`src/rtl/vote_collector_if.sv`:
```
// Bundle of the ballot collector's session, vote and handshake signals.
interface vote_collector_if;
    logic       start;
    logic [3:0] vote_valid;
    logic [3:0] vote_value;
    logic [3:0] ballot;
    logic       ballot_valid;
    logic       ballot_ready;
    logic [3:0] voted;
    logic       busy;
    logic       timed_out;
    logic [7:0] session_count;

    // Collector side.
    modport slave (
        input  start,
        input  vote_valid,
        input  vote_value,
        input  ballot_ready,
        output ballot,
        output ballot_valid,
        output voted,
        output busy,
        output timed_out,
        output session_count
    );

    // Voter/consumer side.
    modport master (
        output start,
        output vote_valid,
        output vote_value,
        output ballot_ready,
        input  ballot,
        input  ballot_valid,
        input  voted,
        input  busy,
        input  timed_out,
        input  session_count
    );
endinterface

```
`src/rtl/vote_collector.sv`:
```
// Session-based ballot collector: latches the first vote from each of four
// voters within a timed window, then presents the frozen ballot via valid/ready.
module vote_collector #(
    parameter int unsigned TIMEOUT_CYCLES = 16,
    localparam int unsigned CNT_W = $clog2(TIMEOUT_CYCLES)
) (
    input  logic              clk,
    input  logic              rst_n,
    vote_collector_if.slave   bus
);

    localparam logic [1:0] StIdle = 2'd0;
    localparam logic [1:0] StOpen = 2'd1;
    localparam logic [1:0] StDone = 2'd2;

    localparam logic [CNT_W-1:0] TimerMax = CNT_W'(TIMEOUT_CYCLES - 1);

    logic [1:0]       state_q, state_d;
    logic [CNT_W-1:0] timer_q, timer_d;
    logic [3:0]       ballot_q, ballot_d;
    logic [3:0]       voted_q, voted_d;
    logic             timed_out_q, timed_out_d;
    logic [7:0]       count_q, count_d;
    logic [3:0]       capture;

    // Next-state logic: session open, vote capture, close decision, handshake.
    always_comb begin
        state_d     = state_q;
        timer_d     = timer_q;
        ballot_d    = ballot_q;
        voted_d     = voted_q;
        timed_out_d = timed_out_q;
        count_d     = count_q;
        // Only voters that have not yet voted are captured (first vote wins).
        capture     = bus.vote_valid & ~voted_q;

        case (state_q)
            StIdle: begin
                if (bus.start) begin
                    state_d     = StOpen;
                    timer_d     = '0;
                    ballot_d    = '0;
                    voted_d     = '0;
                    timed_out_d = 1'b0;
                end
            end
            StOpen: begin
                ballot_d = (ballot_q & ~capture) | (bus.vote_value & capture);
                voted_d  = voted_q | capture;
                // Close test sees this cycle's captures, so a late vote still counts.
                if (&voted_d) begin
                    state_d = StDone;
                end else if (timer_q == TimerMax) begin
                    state_d     = StDone;
                    timed_out_d = 1'b1;
                end else begin
                    timer_d = timer_q + 1'b1;
                end
            end
            StDone: begin
                if (bus.ballot_ready) begin
                    state_d = StIdle;
                    count_d = count_q + 8'd1;
                end
            end
            default: begin
                state_d = StIdle;
            end
        endcase
    end

    // State registers with synchronous active-low reset.
    always_ff @(posedge clk) begin
        if (!rst_n) begin
            state_q     <= StIdle;
            timer_q     <= '0;
            ballot_q    <= '0;
            voted_q     <= '0;
            timed_out_q <= 1'b0;
            count_q     <= '0;
        end else begin
            state_q     <= state_d;
            timer_q     <= timer_d;
            ballot_q    <= ballot_d;
            voted_q     <= voted_d;
            timed_out_q <= timed_out_d;
            count_q     <= count_d;
        end
    end

    // Outputs decoded purely from registers; no input-to-output path.
    assign bus.ballot        = ballot_q;
    assign bus.voted         = voted_q;
    assign bus.timed_out     = timed_out_q;
    assign bus.session_count = count_q;
    assign bus.busy          = (state_q != StIdle);
    assign bus.ballot_valid  = (state_q == StDone);

endmodule

```
`src/flat_wrapper.sv`:
```
// flat-port wrapper written by rule: the top's interface ports become plain ports
module vote_collector_flat 
#(
    parameter int unsigned TIMEOUT_CYCLES = 16,
    localparam int unsigned CNT_W = $clog2(TIMEOUT_CYCLES)
)
  (clk, rst_n, bus_start, bus_vote_valid, bus_vote_value, bus_ballot_ready, bus_ballot, bus_ballot_valid, bus_voted, bus_busy, bus_timed_out, bus_session_count);
  vote_collector_if bus_i ();
  input  logic clk;
  input  logic rst_n;
  input wire logic [$bits(bus_i.start)-1:0] bus_start;
  input wire logic [$bits(bus_i.vote_valid)-1:0] bus_vote_valid;
  input wire logic [$bits(bus_i.vote_value)-1:0] bus_vote_value;
  input wire logic [$bits(bus_i.ballot_ready)-1:0] bus_ballot_ready;
  output wire logic [$bits(bus_i.ballot)-1:0] bus_ballot;
  output wire logic [$bits(bus_i.ballot_valid)-1:0] bus_ballot_valid;
  output wire logic [$bits(bus_i.voted)-1:0] bus_voted;
  output wire logic [$bits(bus_i.busy)-1:0] bus_busy;
  output wire logic [$bits(bus_i.timed_out)-1:0] bus_timed_out;
  output wire logic [$bits(bus_i.session_count)-1:0] bus_session_count;
  assign bus_i.start = bus_start;
  assign bus_i.vote_valid = bus_vote_valid;
  assign bus_i.vote_value = bus_vote_value;
  assign bus_i.ballot_ready = bus_ballot_ready;
  assign bus_ballot = bus_i.ballot;
  assign bus_ballot_valid = bus_i.ballot_valid;
  assign bus_voted = bus_i.voted;
  assign bus_busy = bus_i.busy;
  assign bus_timed_out = bus_i.timed_out;
  assign bus_session_count = bus_i.session_count;
  vote_collector #(.TIMEOUT_CYCLES(TIMEOUT_CYCLES)) u_core (.clk(clk), .rst_n(rst_n), .bus(bus_i));
endmodule
```
`config.mk`:
```
export PLATFORM = sky130hd
export DESIGN_NAME = vote_collector_flat
export DESIGN_NICKNAME = d
export VERILOG_FILES = /design/src/rtl/vote_collector_if.sv /design/src/rtl/vote_collector.sv /design/src/flat_wrapper.sv
export SDC_FILE = /design/constraint.sdc
export NUM_CORES = 1
export LEC_CHECK = 0
export BUFFER_PORTS_ARGS = -buffer_cell sky130_fd_sc_hd__buf_2
export CORE_UTILIZATION = 49
export CTS_CLUSTER_SIZE = 14
export DETAILED_ROUTE_END_ITERATION = 12
export GPL_TIMING_DRIVEN = 1
export PLACE_DENSITY = 0.77
export REMOVE_ABC_BUFFERS = 1
export SKIP_CTS_REPAIR_TIMING = 1
export SYNTH_ARGS = -nofsm -noshare
export SYNTH_HDL_FRONTEND = slang
export SYNTH_SLANG_ARGS = --single-unit
```
`constraint.sdc`:
```
create_clock -name clk -period 3.86 [get_ports clk]
set_input_delay 0 -clock clk [delete_from_list [all_inputs] [get_ports clk]]
set_output_delay 0 -clock clk [all_outputs]
set_load 0.005 [all_outputs]
```
* After elaboration in Yosys (flattened, before gate mapping)
Cells that the tools add are included.
** Storage, ports and cells
- Bits in latches :: 0
- Memories kept :: 0
- Logic and storage cells :: 48
- RAM bits :: 0
- Memory bits (read-only) :: 0
- Register bits :: 23
** Operators by class
- Reduce and logical (&&, ||, !) cells :: 9
- Shift operators :: 0
- Magnitude comparators :: 0
- Add/subtract/negate cells :: 2
- Multiply operators :: 0
- Equality and inequality tests :: 9
- Multiplexer cells :: 15
- Bitwise logic cells :: 7
- Divide/modulo/power cells :: 0
** Operators with widths (count)
- $pmux W4 S2 :: 3
- $and A4 B4 Y4 :: 3
- $mux W4 :: 3
- $reduce_and A4 Y1 :: 3
- $add A8 B1 Y8 const B :: 1
- $mux W2 :: 4
- $ne A2 B2 Y1 const B :: 4
- $not A4 Y4 :: 2
- $or A4 B4 Y4 :: 2
- $pmux W2 S3 :: 1
- $add A4 B1 Y4 const B :: 1
- $eq A4 B4 Y1 const B :: 1
- $reduce_and A2 Y1 :: 2
- $reduce_bool A2 Y1 :: 2
- $mux W1 :: 3
- $ne A3 B1 Y1 const B :: 1
- $reduce_and A3 Y1 :: 1
- $eq A2 B1 Y1 const B :: 1
- $eq A2 B2 Y1 const B :: 1
- $logic_not A2 Y1 :: 1
- $ne A2 B1 Y1 const B :: 1
- $pmux W1 S2 :: 1

* Logic depth before layout (Yosys ltp)
Gate-level depths: netlist of run 1.
- Word-level depth :: 6
- Depth in mapped cells :: 5

* Least setup slack after synthesis of run 1
OpenSTA, ideal clock, no wires.
- Path type :: flip-flop to flip-flop
- Start :: reg u_core.timer_q[0]
- End :: reg u_core.timer_q[3]
- Data arrival time :: 1.347 ns
- Required time :: 3.777 ns
- Cell stages (with the launch flop) :: 6
- Setup slack :: 2.431 ns
- Path buffers :: 0
- Cells stage by stage :: dfxtp_1 ha_1 nand3_1 o211ai_4 or4_1 o221ai_1
** On the way
- Longest elaborated chain between the ends :: 4
- Elaborated cells between the ends (all ways) :: 7
- Those cells by class :: add/sub (1); eq/ne (2); mux (3); reduce/logical (1)
** RTL lines
- start, declared :: RTL line vote_collector.sv:19 : logic [CNT_W-1:0] timer_q, timer_d;
- start signal, assigned :: RTL line vote_collector.sv:83 : timer_q <= timer_d;
- $add A4 B1 Y4 :: RTL line vote_collector.sv:57 : timer_d = timer_q + 1'b1;
- $mux W4 :: RTL line vote_collector.sv:53 : end else if (timer_q == TimerMax) begin
- $mux W4 :: RTL line vote_collector.sv:51 : if (&voted_d) begin
- $pmux W4 S2 :: RTL line vote_collector.sv:37 : case (state_q)
Parallel ways exist; a longest one is shown, timed or not. The select of a mux whose other input is x is not followed.
A chain may end at the register's enable or synchronous reset.

* Worst setup path after layout of run 1
- Start :: reg u_core.state_q[0]
- End :: reg u_core.ballot_q[3] (netlist: u_core.bus.ballot[3])
** On the way
- Longest elaborated chain between the ends :: 3
- Elaborated cells between the ends (all ways) :: 6
- Those cells by class :: eq/ne (2); mux (1); reduce/logical (3)
** RTL lines
- start, declared :: RTL line vote_collector.sv:18 : logic [1:0] state_q, state_d;
- start signal, assigned :: RTL line vote_collector.sv:75 : state_q <= StIdle;
- start signal, assigned :: RTL line vote_collector.sv:82 : state_q <= state_d;
- $eq A2 B1 Y1 or $logic_not A2 Y1 (tied branches) :: RTL line vote_collector.sv:37
- $reduce_bool A2 Y1 (no line) or $ne A2 B2 Y1 (tied branches)
- $reduce_and A2 Y1 (no line)
- end signal, assigned :: RTL line vote_collector.sv:84 : ballot_q <= ballot_d;
- end, declared :: RTL line vote_collector.sv:20 : logic [3:0] ballot_q, ballot_d;
Parallel ways exist; a longest one is shown, timed or not.

==> results_dict.tcl, run 1 <==
set metrics [dict create \
    status "complete, but fails checks" \
    violations "negative hold slack" \
    drc 0 \
    synth-seq-area-share 0.439 \
    cts.sinks 23 \
    grt_pass1_wl_um 3410 \
    r2r_start "u_core.state_q[0]" \
    ys_types 30 \
    pin_count 31 \
    synth_seq_cells 23 \
    grt-busiest-layer "met2" \
    synth_ff_type "dfxtp_1" \
    final-instance-count-excl-fill 181 \
    vdd_drop_max_mv 0.231 \
    routedWlPerCell_um 12.6 \
    total_power_mw 0.434 \
    use_met3 0.0333 \
    synth-async-reset-ratio 0 \
    max-slew-margin-rel 0.538 \
    yosysWarnings 0 \
    synth-edff-count 0 \
    max_slew.worst_pin.slew_ns 0.692 \
    power_leakage_nw 0.531 \
    cts_inserted_buffers 3 \
    drtPass1Iterations 4 \
    grt_usage 0.210 \
    clk_pin_slew_worst_paths_ns 0.12 \
    grt_overflow_total 0 \
    synth_top_area_frac 0.439 \
    drv_slew 0 \
    holdPathStages 3 \
    dp.final_hpwl_um 1590 \
    cp.arrival_ns 1.95 \
    hold_end "u_core.bus.ballot[2]" \
    pwr-share-seq 0.588 \
    cp_max_fo 14 \
    antenna_found_initial 0 \
    rows 16 \
    syn_avg_cell_area_um2 8.81 \
    die_h_um 48.3 \
    grt_pass1_vias 859 \
    grt_max_degree 23 \
    synth_commonest_cells "dfxtp_1 (23), a21oi_1 (14), nor2_1 (13)" \
    power.switching_mw 0.119 \
    post_dp_cell_area_mm2 0.00122 \
    drive_above_1_share 0.253 \
    finalNetCount 169 \
    fin_hold_ws_ns -0.00588 \
    wirelength_um 2280 \
    gp_congestion 0.755 \
    r2r_cells 4 \
    synth_cells 119 \
    end_kind "register" \
    synth_area_mm2 0.00105 \
    synthTopCellsByArea "dfxtp_1 (44%), a21oi_1 (6.7%), nor2_1 (4.7%), a22oi_1 (3.6%), nand4_1 (3.6%)" \
    hold_start "bus_vote_valid[2]" \
    p_int_mw 0.315 \
    regToRegSetupSlack_ns 2.15 \
    max_clock_freq_ghz 0.584 \
    clock_path_buffers 2 \
    use_met2 0.389 \
    synth.largest_area_cell "dfxtp_1" \
    dp_cells 173 \
    detail-route-antenna-nets 0 \
    htreeDepth 1 \
    io_buffers 30 \
    clkLatencyLatePin_ns 0.30 \
    worst_slack_ns 2.15 \
    preCtsSetupSlack_ns 2.25 \
    finalHoldViolations 2 \
    fin_crit_sh 0.443 \
    cts_tree "built" \
    use_met1 0.231 \
    synth_most_common_cell "dfxtp_1" \
    antennaDiodeCount 0 \
    tns_ns 0 \
    finalInstanceArea_mm2 0.00129 \
    power_density_mw_per_mm2 337 \
    via_per_inst 5.55 \
    dr.first_iter.drc_count 26 \
    start_util 0.529 \
    clkPwrFrac 0.249 \
    worstReg2RegEnd "u_core.bus.ballot[3]" \
    final_core_util 0.649 \
    clock_skew_ns 0.00192 \
    area_growth_syn_to_layout_pct 22.7 \
    crit_path_start_kind "register" \
    die-width_um 48.3 \
    combPwrFrac 0.163 \
    setup_viol 0 \
    holdCritPathClass "primary input to register" \
    root_buffer "clkbuf_4" \
    dieArea_mm2 0.00233 \
    cap_violations 0 \
    fin_crit_ns 1.71 \
    core_area_mm2 0.00198 \
    path_class "register to register" \
    switching_share 0.274 \
    vias 1005 \
    rsz0062_at_grt "false" \
    required_ns 4.10 \
]
layout make-up:
type	count	area, µm²
Tap cell	27	33.8
Sequential cell	23	460
Multi-Input combinational cell	86	549
Inverter	7	26.3
Fill cell	176	696
Clock buffer	4	26.3
Timing Repair Buffer	34	190
cells in the final DEF, fill, tap and decap left out, drive strengths merged:
| cell type | synthesis | layout |
|---|---|---|
| buf | 1 | 30 |
| dfxtp | 23 | 23 |
| a21oi | 14 | 14 |
| nor2 | 13 | 13 |
| nand2 | 8 | 8 |
| inv | 7 | 7 |
| o21ai | 7 | 7 |
| nand4 | 6 | 6 |
| nand3 | 5 | 5 |
| a22oi | 5 | 5 |
| dlygate4sd3 | 0 | 4 |
| clkbuf | 2 | 4 |
| nand4b | 3 | 3 |
| xnor2 | 3 | 3 |
| o22ai | 2 | 2 |
| xor2 | 2 | 2 |
| nor3 | 2 | 2 |
| or3 | 2 | 2 |
| ha | 2 | 2 |
| nor2b | 2 | 2 |
| o211ai | 2 | 2 |
| nand3b | 1 | 1 |
| mux2i | 1 | 1 |
| or2b | 1 | 1 |
| o2111ai | 1 | 1 |
| nor4 | 1 | 1 |
| o31ai | 1 | 1 |
| or4 | 1 | 1 |
| o221ai | 1 | 1 |
cells by family after synthesis:
logic type,Yosys count,synth area share
buf+inv,10,0.0370
xor+xnor,5,0.0418
mux,1,0.00955
fa+ha+maj,2,0.0239
compound gates,33,0.211
flops,23,0.439
simple gates,45,0.237
critical path: stages (launching register included):
cell	delay (ns)
dfxtp_1	0.42
nor2b_4	0.38
nand4_1	0.13
dlygate4sd3_1	0.58
a21oi_1	0.13
power by group through the flow:
stage                     clock (mW)  combinational (mW)  sequential [mW]
after global placement             0              0.0659            0.259
after global routing           0.126              0.0776            0.257
after CTS                      0.115              0.0676            0.255
after detailed placement           0              0.0668            0.260
final                          0.108              0.0705            0.255
after floorplan                    0              0.0412            0.259
registers in the layout (all words and copies together), names as in the netlist:
name / count
u_core.timer_q: 4
u_core.bus.session_count: 8
u_core.bus.ballot: 4
u_core.bus.timed_out: 1
u_core.bus.voted: 4
u_core.state_q: 2
metal layers:
metal	vias to the layer above	routed length (µm)
met1	461	1030
li1	505	-
met3	6	102
met2	33	1110
met4	0	37
met5	-	0
how the worst max path moves through the flow:
stage	start	endpoint	depth (start not counted)
2_1_floorplan	u_core.timer_q[0]	u_core.timer_q[3]	5
3_3_place_gp	u_core.state_q[0]	u_core.timer_q[3]	4
3_5_place_dp	u_core.state_q[0]	u_core.timer_q[3]	4
4_1_cts	u_core.state_q[0]	u_core.timer_q[3]	4
5_1_grt	u_core.state_q[0]	u_core.bus.ballot[3]	4
6_report	u_core.state_q[0]	u_core.bus.ballot[3]	4
Note: power is estimated with default switching activity, not from simulation.
==> inputs of run 2 (changes only) <==
Clock period 3.86 ns to 1.65 ns, I/O delays scaled along.
==> run 2 against run 1 <==
  * Via count rose by 1.3%
  * Highest routed layer unchanged
  * The flow still finishes with violations (negative hold slack)
  * Sequential share of layout area fell by 0.98 points
  * Critical path type unchanged
  * Final area increased by 2.8%
==> results_dict.tcl, run 2 (synthesis gave the netlist of run 1 again) <==
set metrics [dict create \
    status "complete, but fails checks" \
    violations "negative hold slack" \
    crit_buf_inv 0 \
    fin_crit_ns 1.55 \
    max_slew.worst_pin.slew_ns 0.352 \
    cts_tree "built" \
    finalInstanceArea_mm2 0.00132 \
    post_dp_cell_area_mm2 0.00123 \
    via_per_inst 5.50 \
    grt_pass1_vias 781 \
    critPathTopFamily "simple AND/OR/NAND/NOR gates" \
    die_h_um 48.3 \
    wirelength_um 2290 \
    io_buffers 30 \
    vias 1018 \
    gp_congestion 0.705 \
    max_clock_freq_ghz 0.647 \
    fin_hold_ws_ns -0.0138 \
    rows 16 \
    worst_slack_ns 0.103 \
    drc 0 \
    htreeDepth 1 \
    grt_usage 0.205 \
    dieArea_mm2 0.00233 \
    power_leakage_nw 0.555 \
    vdd_drop_max_mv 0.495 \
    cts_inserted_buffers 3 \
    routedWlPerCell_um 12.4 \
    grt_pass1_wl_um 3310 \
    max-slew-margin-rel 0.765 \
    pin_count 31 \
    critPathMaxStageDelay_ns 0.48 \
    die-width_um 48.3 \
    crit_path_start_kind "register" \
    most-common-layout-cells "buf_2 (30), dfxtp_1 (23), a21oi_1 (14), nor2_1 (13), nand2_1 (8)" \
    grt-busiest-layer "met2" \
    start_util 0.529 \
    cts.sinks 23 \
    power_density_mw_per_mm2 779 \
    antennaDiodeCount 0 \
    clock_skew_ns 0.0106 \
    rsz0062_at_grt "false" \
    cp_max_fo 10 \
    drive_above_1_share 0.266 \
    clk_pin_slew_worst_paths_ns 0.13 \
    finalNetCount 173 \
    crit_slowest_cell "or4_1" \
    dp.final_hpwl_um 1620 \
    grt_overflow_total 0 \
    required_ns 1.88 \
    antenna_found_initial 0 \
    finalHoldViolations 2 \
    end_kind "register" \
    root_buffer "clkbuf_4" \
    cp.arrival_ns 1.78 \
    tns_ns 0 \
    setup_viol 0 \
    layout.cells.most_common "buf_2" \
    area_growth_syn_to_layout_pct 26.1 \
    fillerInstances 159 \
    preCtsSetupSlack_ns 0.126 \
    path_class "register to register" \
    use_met2 0.336 \
    path_cells "ha_1, nand3_1, o211ai_4, or4_1, o221ai_1" \
    drv_slew 0 \
    fin_crit_sh 0.937 \
    dr.first_iter.drc_count 17 \
    cap_violations 0 \
    total_power_mw 1.03 \
    use_met3 0.0444 \
    clock_path_buffers 2 \
    core_area_mm2 0.00198 \
    grt_max_degree 22 \
    largest_register_ffs 8 \
    drtPass1Iterations 4 \
    detail-route-antenna-nets 0 \
    holdCritPathClass "primary input to register" \
    clkLatencyLatePin_ns 0.31 \
    use_met1 0.267 \
]
[run 2: cell types whose count changed in the layout (fill, tap and decap cells not counted), sizes merged]
cell	delta
clkbuf	-1
buf	+2
dlygate4sd3	+2
clkinv	+1
[run 2: cell type report]
| cell class | count | area (µm²) | area share |
|---|---|---|---|
| repair buffers | 38 | 225 | 0.170 |
| well taps | 27 | 33.8 | 0.0255 |
| flip-flops and latches | 23 | 460 | 0.348 |
| inverters | 7 | 26.3 | 0.0199 |
| multi-input cells | 86 | 549 | 0.415 |
| clock inverters | 1 | 5.00 | 0.00378 |
| clock buffers | 3 | 22.5 | 0.0170 |
[run 2: metrics by stage]
stage	util	hold WS, ns	std cells
after CTS	0.637	-0.0535	179
after global routing	0.667	0.00258	185
after floorplan	-	0.158	116
final	0.667	-0.0138	185
after detailed placement	0.623	0.293	175
after global placement	0.623	0.285	175
[run 2: worst min-delay path: cells and delay by family]
kind	cells	cell delay [ns]
buffers and inverters	1	0.12
and+or+nand+nor	1	0.08
AOI/OAI and AO/OA	1	0.06
[run 2: worst paths after layout]
kind	from	end	slack (ns)	cells after the start
min	bus_vote_valid[2]	u_core.bus.ballot[2]	-0.01	3
max reg2reg	u_core.timer_q[0]	u_core.timer_q[3]	0.10	5
min reg2reg	u_core.bus.timed_out	u_core.bus.timed_out	0.46	2
max	u_core.timer_q[0]	u_core.timer_q[3]	0.10	5
[run 2: per-layer routing]
layer | vias to the layer above | part of all wire
met4 | 0 | 0.0065
met3 | 2 | 0.054
met2 | 35 | 0.50
met5 | - | 0
met1 | 472 | 0.44
li1 | 509 | -
[run 2: report_power, final]
part	switching, mW	internal [mW]
sequential	0.0217	0.575
clock	0.167	0.0906
combinational	0.0985	0.0769
==> inputs of run 3 (changes only) <==
--- a/config.mk
+++ b/config.mk
@@ -7,3 +7,5 @@
 export LEC_CHECK = 0
+export ABC_AREA = 1
 export BUFFER_PORTS_ARGS = -buffer_cell sky130_fd_sc_hd__buf_2
+export CORE_MARGIN = 5
 export CORE_UTILIZATION = 49
==> constraint.sdc (replaced) <==
create_clock -name clk -period 1.65 [get_ports clk]
set_input_delay 0.0825 -clock clk [delete_from_list [all_inputs] [get_ports clk]]
set_output_delay 0.0825 -clock clk [all_outputs]
set_load 0.005 [all_outputs]
==> run 3 against run 2 <==
  * The run now ends clean
  * Clock-buffer cell count rose by 1
  * Utilization fell by 6.4 points
  * Hold slack improved by 0.058 ns
  * First-iteration DRC count rose by 35%
  * Final cell count rose by 18%
  * Wire length rose by 5.3%
  * Clock power fell by 3%
  * Register-to-register slack improved by 0.29 ns
  * Critical endpoint unchanged
  * Largest power group unchanged
==> results_dict.tcl, run 3 <==
set metrics [dict create \
    yosysWarnings 0 \
    htreeDepth 1 \
    root_buffer "clkbuf_4" \
    detail-route-antenna-nets 0 \
    synthTopCellsByArea "dfxtp_1 (42%), nand2_1 (11%), a21oi_1 (11%), nand3_1 (6.3%), nor2_1 (5.8%)" \
    drtPass1Iterations 4 \
    pin_count 31 \
    final_core_util 0.603 \
    antenna_found_initial 0 \
    dp.final_hpwl_um 1930 \
    vdd_drop_max_mv 0.475 \
    synth.largest_area_cell "dfxtp_1" \
    dp_cells 215 \
    grt_pass1_vias 1024 \
    routedWlPerCell_um 11.0 \
    max_slew.worst_pin.slew_ns 0.305 \
    cp.arrival_ns 1.50 \
    cap_violations 0 \
    hold_end "u_core.bus.session_count[7]" \
    grt_overflow_total 0 \
    grt_pass1_wl_um 4020 \
    r2r_start "u_core.timer_q[0]" \
    vias 1100 \
    tns_ns 0 \
    rsz0062_at_grt "false" \
    final-instance-count-excl-fill 219 \
    synth-edff-count 0 \
    largest_register_ffs 8 \
    end_kind "register" \
    setup_viol 0 \
    clk_pin_slew_worst_paths_ns 0.12 \
    hold_start "rst_n" \
    via_per_inst 5.02 \
    path_class "register to register" \
    ys_types 20 \
    wirelength_um 2410 \
    io_buffers 30 \
    die_h_um 57.5 \
    gp_congestion 0.828 \
    rows 17 \
    synth_commonest_cells "nand2_1 (33), a21oi_1 (24), dfxtp_1 (23)" \
    regToRegSetupSlack_ns 0.39 \
    power_density_mw_per_mm2 859 \
    total_power_mw 1.14 \
    start_util 0.505 \
    worstReg2RegEnd "u_core.timer_q[3]" \
    clock_path_buffers 2 \
    synth_area_mm2 0.00111 \
    fin_crit_sh 0.764 \
    grt_usage 0.150 \
    status "finished, final reports clean" \
    cts_inserted_buffers 3 \
    cts_tree "built" \
    layout.cells.most_common "nand2_1" \
    holdPathStages 3 \
    clkLatencyLatePin_ns 0.30 \
    cts.sinks 23 \
    synth-seq-area-share 0.416 \
    fin_hold_ws_ns 0.0446 \
    finalHoldViolations 0 \
    grt_max_degree 13 \
    antennaDiodeCount 0 \
    synth_cells 157 \
    dr.first_iter.drc_count 23 \
    power_leakage_nw 0.619 \
    synth_ff_type "dfxtp_1" \
    drive_above_1_share 0.246 \
    synth-async-reset-ratio 0 \
    dieArea_mm2 0.00331 \
    drv_slew 0 \
    synth_top_area_frac 0.416 \
    fin_crit_ns 1.26 \
    clock_skew_ns 0.00312 \
    crit_path_start_kind "register" \
    syn_avg_cell_area_um2 7.04 \
    finalNetCount 206 \
    core_area_mm2 0.00219 \
    synth_seq_cells 23 \
    drc 0 \
    die-width_um 57.5 \
    fillerInstances 214 \
    area_growth_syn_to_layout_pct 19.5 \
    max_clock_freq_ghz 0.794 \
    cp_max_fo 7 \
    holdCritPathClass "primary input to register" \
    r2r_cells 7 \
    required_ns 1.89 \
    synth_most_common_cell "nand2_1" \
    most-common-layout-cells "nand2_1 (33), buf_2 (30), a21oi_1 (24), dfxtp_1 (23), nor2_1 (17)" \
    max-slew-margin-rel 0.795 \
]
==> run 3: changes by cell type after synthesis, sizes merged, moves of 3 or more <==
cell,previous run,this run
a21oi,14,24
a22oi,5,0
inv,7,16
nand2,8,38
nand3,5,14
nand4,6,1
nand4b,3,0
nor2,13,21
o21ai,7,10
==> run 3: routing by layer <==
layer / wire length, µm / part of all wire / global-route usage / up-vias
li1: - / - / - / 576
met1: 1060 / 0.44 / 0.172 / 486
met2: 1160 / 0.48 / 0.261 / 30
met3: 131 / 0.054 / 0.0294 / 8
met4: 61 / 0.025 / 0.0762 / 0
met5: 0 / 0 / 0 / -
==> run 3: metrics by stage <==
stage                     cell area, µm²  setup slack [ns]
after detailed placement            1290             0.406
after global placement              1290             0.437
after global routing                1320             0.253
after floorplan                     1100             0.526
final                               1320             0.390
after CTS                           1320             0.375
==> run 3: power by group <==
| group | internal (mW) | switching [mW] | total [mW] | leakage, nW |
|---|---|---|---|---|
| clock | 0.0941 | 0.156 | 0.250 | 0.0150 |
| sequential | 0.590 | 0.0344 | 0.624 | 0.187 |
| combinational | 0.0990 | 0.162 | 0.261 | 0.418 |
| total | 0.783 | 0.352 | 1.14 | 0.619 |
==> run 3: worst max-delay path: stages, from the launching register on <==
cell and delay [ns]:
dfxtp_1 0.39, ha_1 0.21, nand3_1 0.10, nand2_2 0.09, clkinv_2 0.09, nand2_4 0.11, nand3_1 0.07, a21oi_1 0.13
==> run 3: cells by family after synthesis <==
kind of cell               count (synthesis)  synth area share
DFF                                       23             0.416
AOI/OAI and AO/OA                         35             0.161
adders and majority gates                  2            0.0226
and+or+nand+nor                           74             0.303
buffers and inverters                     19            0.0656
xor gates and xnor gates                   4            0.0317
==> run 3: area by class of cell <==
| class | count | area [µm²] | area share |
|---|---|---|---|
| clock buffers | 4 | 26.3 | 0.0199 |
| repair buffers | 31 | 158 | 0.119 |
| multi-input cells | 115 | 573 | 0.434 |
| inverters | 18 | 68.8 | 0.0521 |
| well taps | 28 | 35.0 | 0.0265 |
| flip-flops and latches | 23 | 460 | 0.348 |
==> run 3: worst max path at each step <==
stage	startpoint	end	slack [ns]	cells past startpoint
after floorplan	u_core.timer_q[0]	u_core.timer_q[2]	0.53	8
after global placement	u_core.timer_q[0]	u_core.timer_q[2]	0.44	8
after detailed placement	u_core.timer_q[0]	u_core.timer_q[3]	0.41	7
after CTS	u_core.timer_q[0]	u_core.timer_q[3]	0.38	7
after global routing	u_core.state_q[1]	u_core.bus.session_count[5]	0.25	5
final	u_core.timer_q[0]	u_core.timer_q[3]	0.39	7
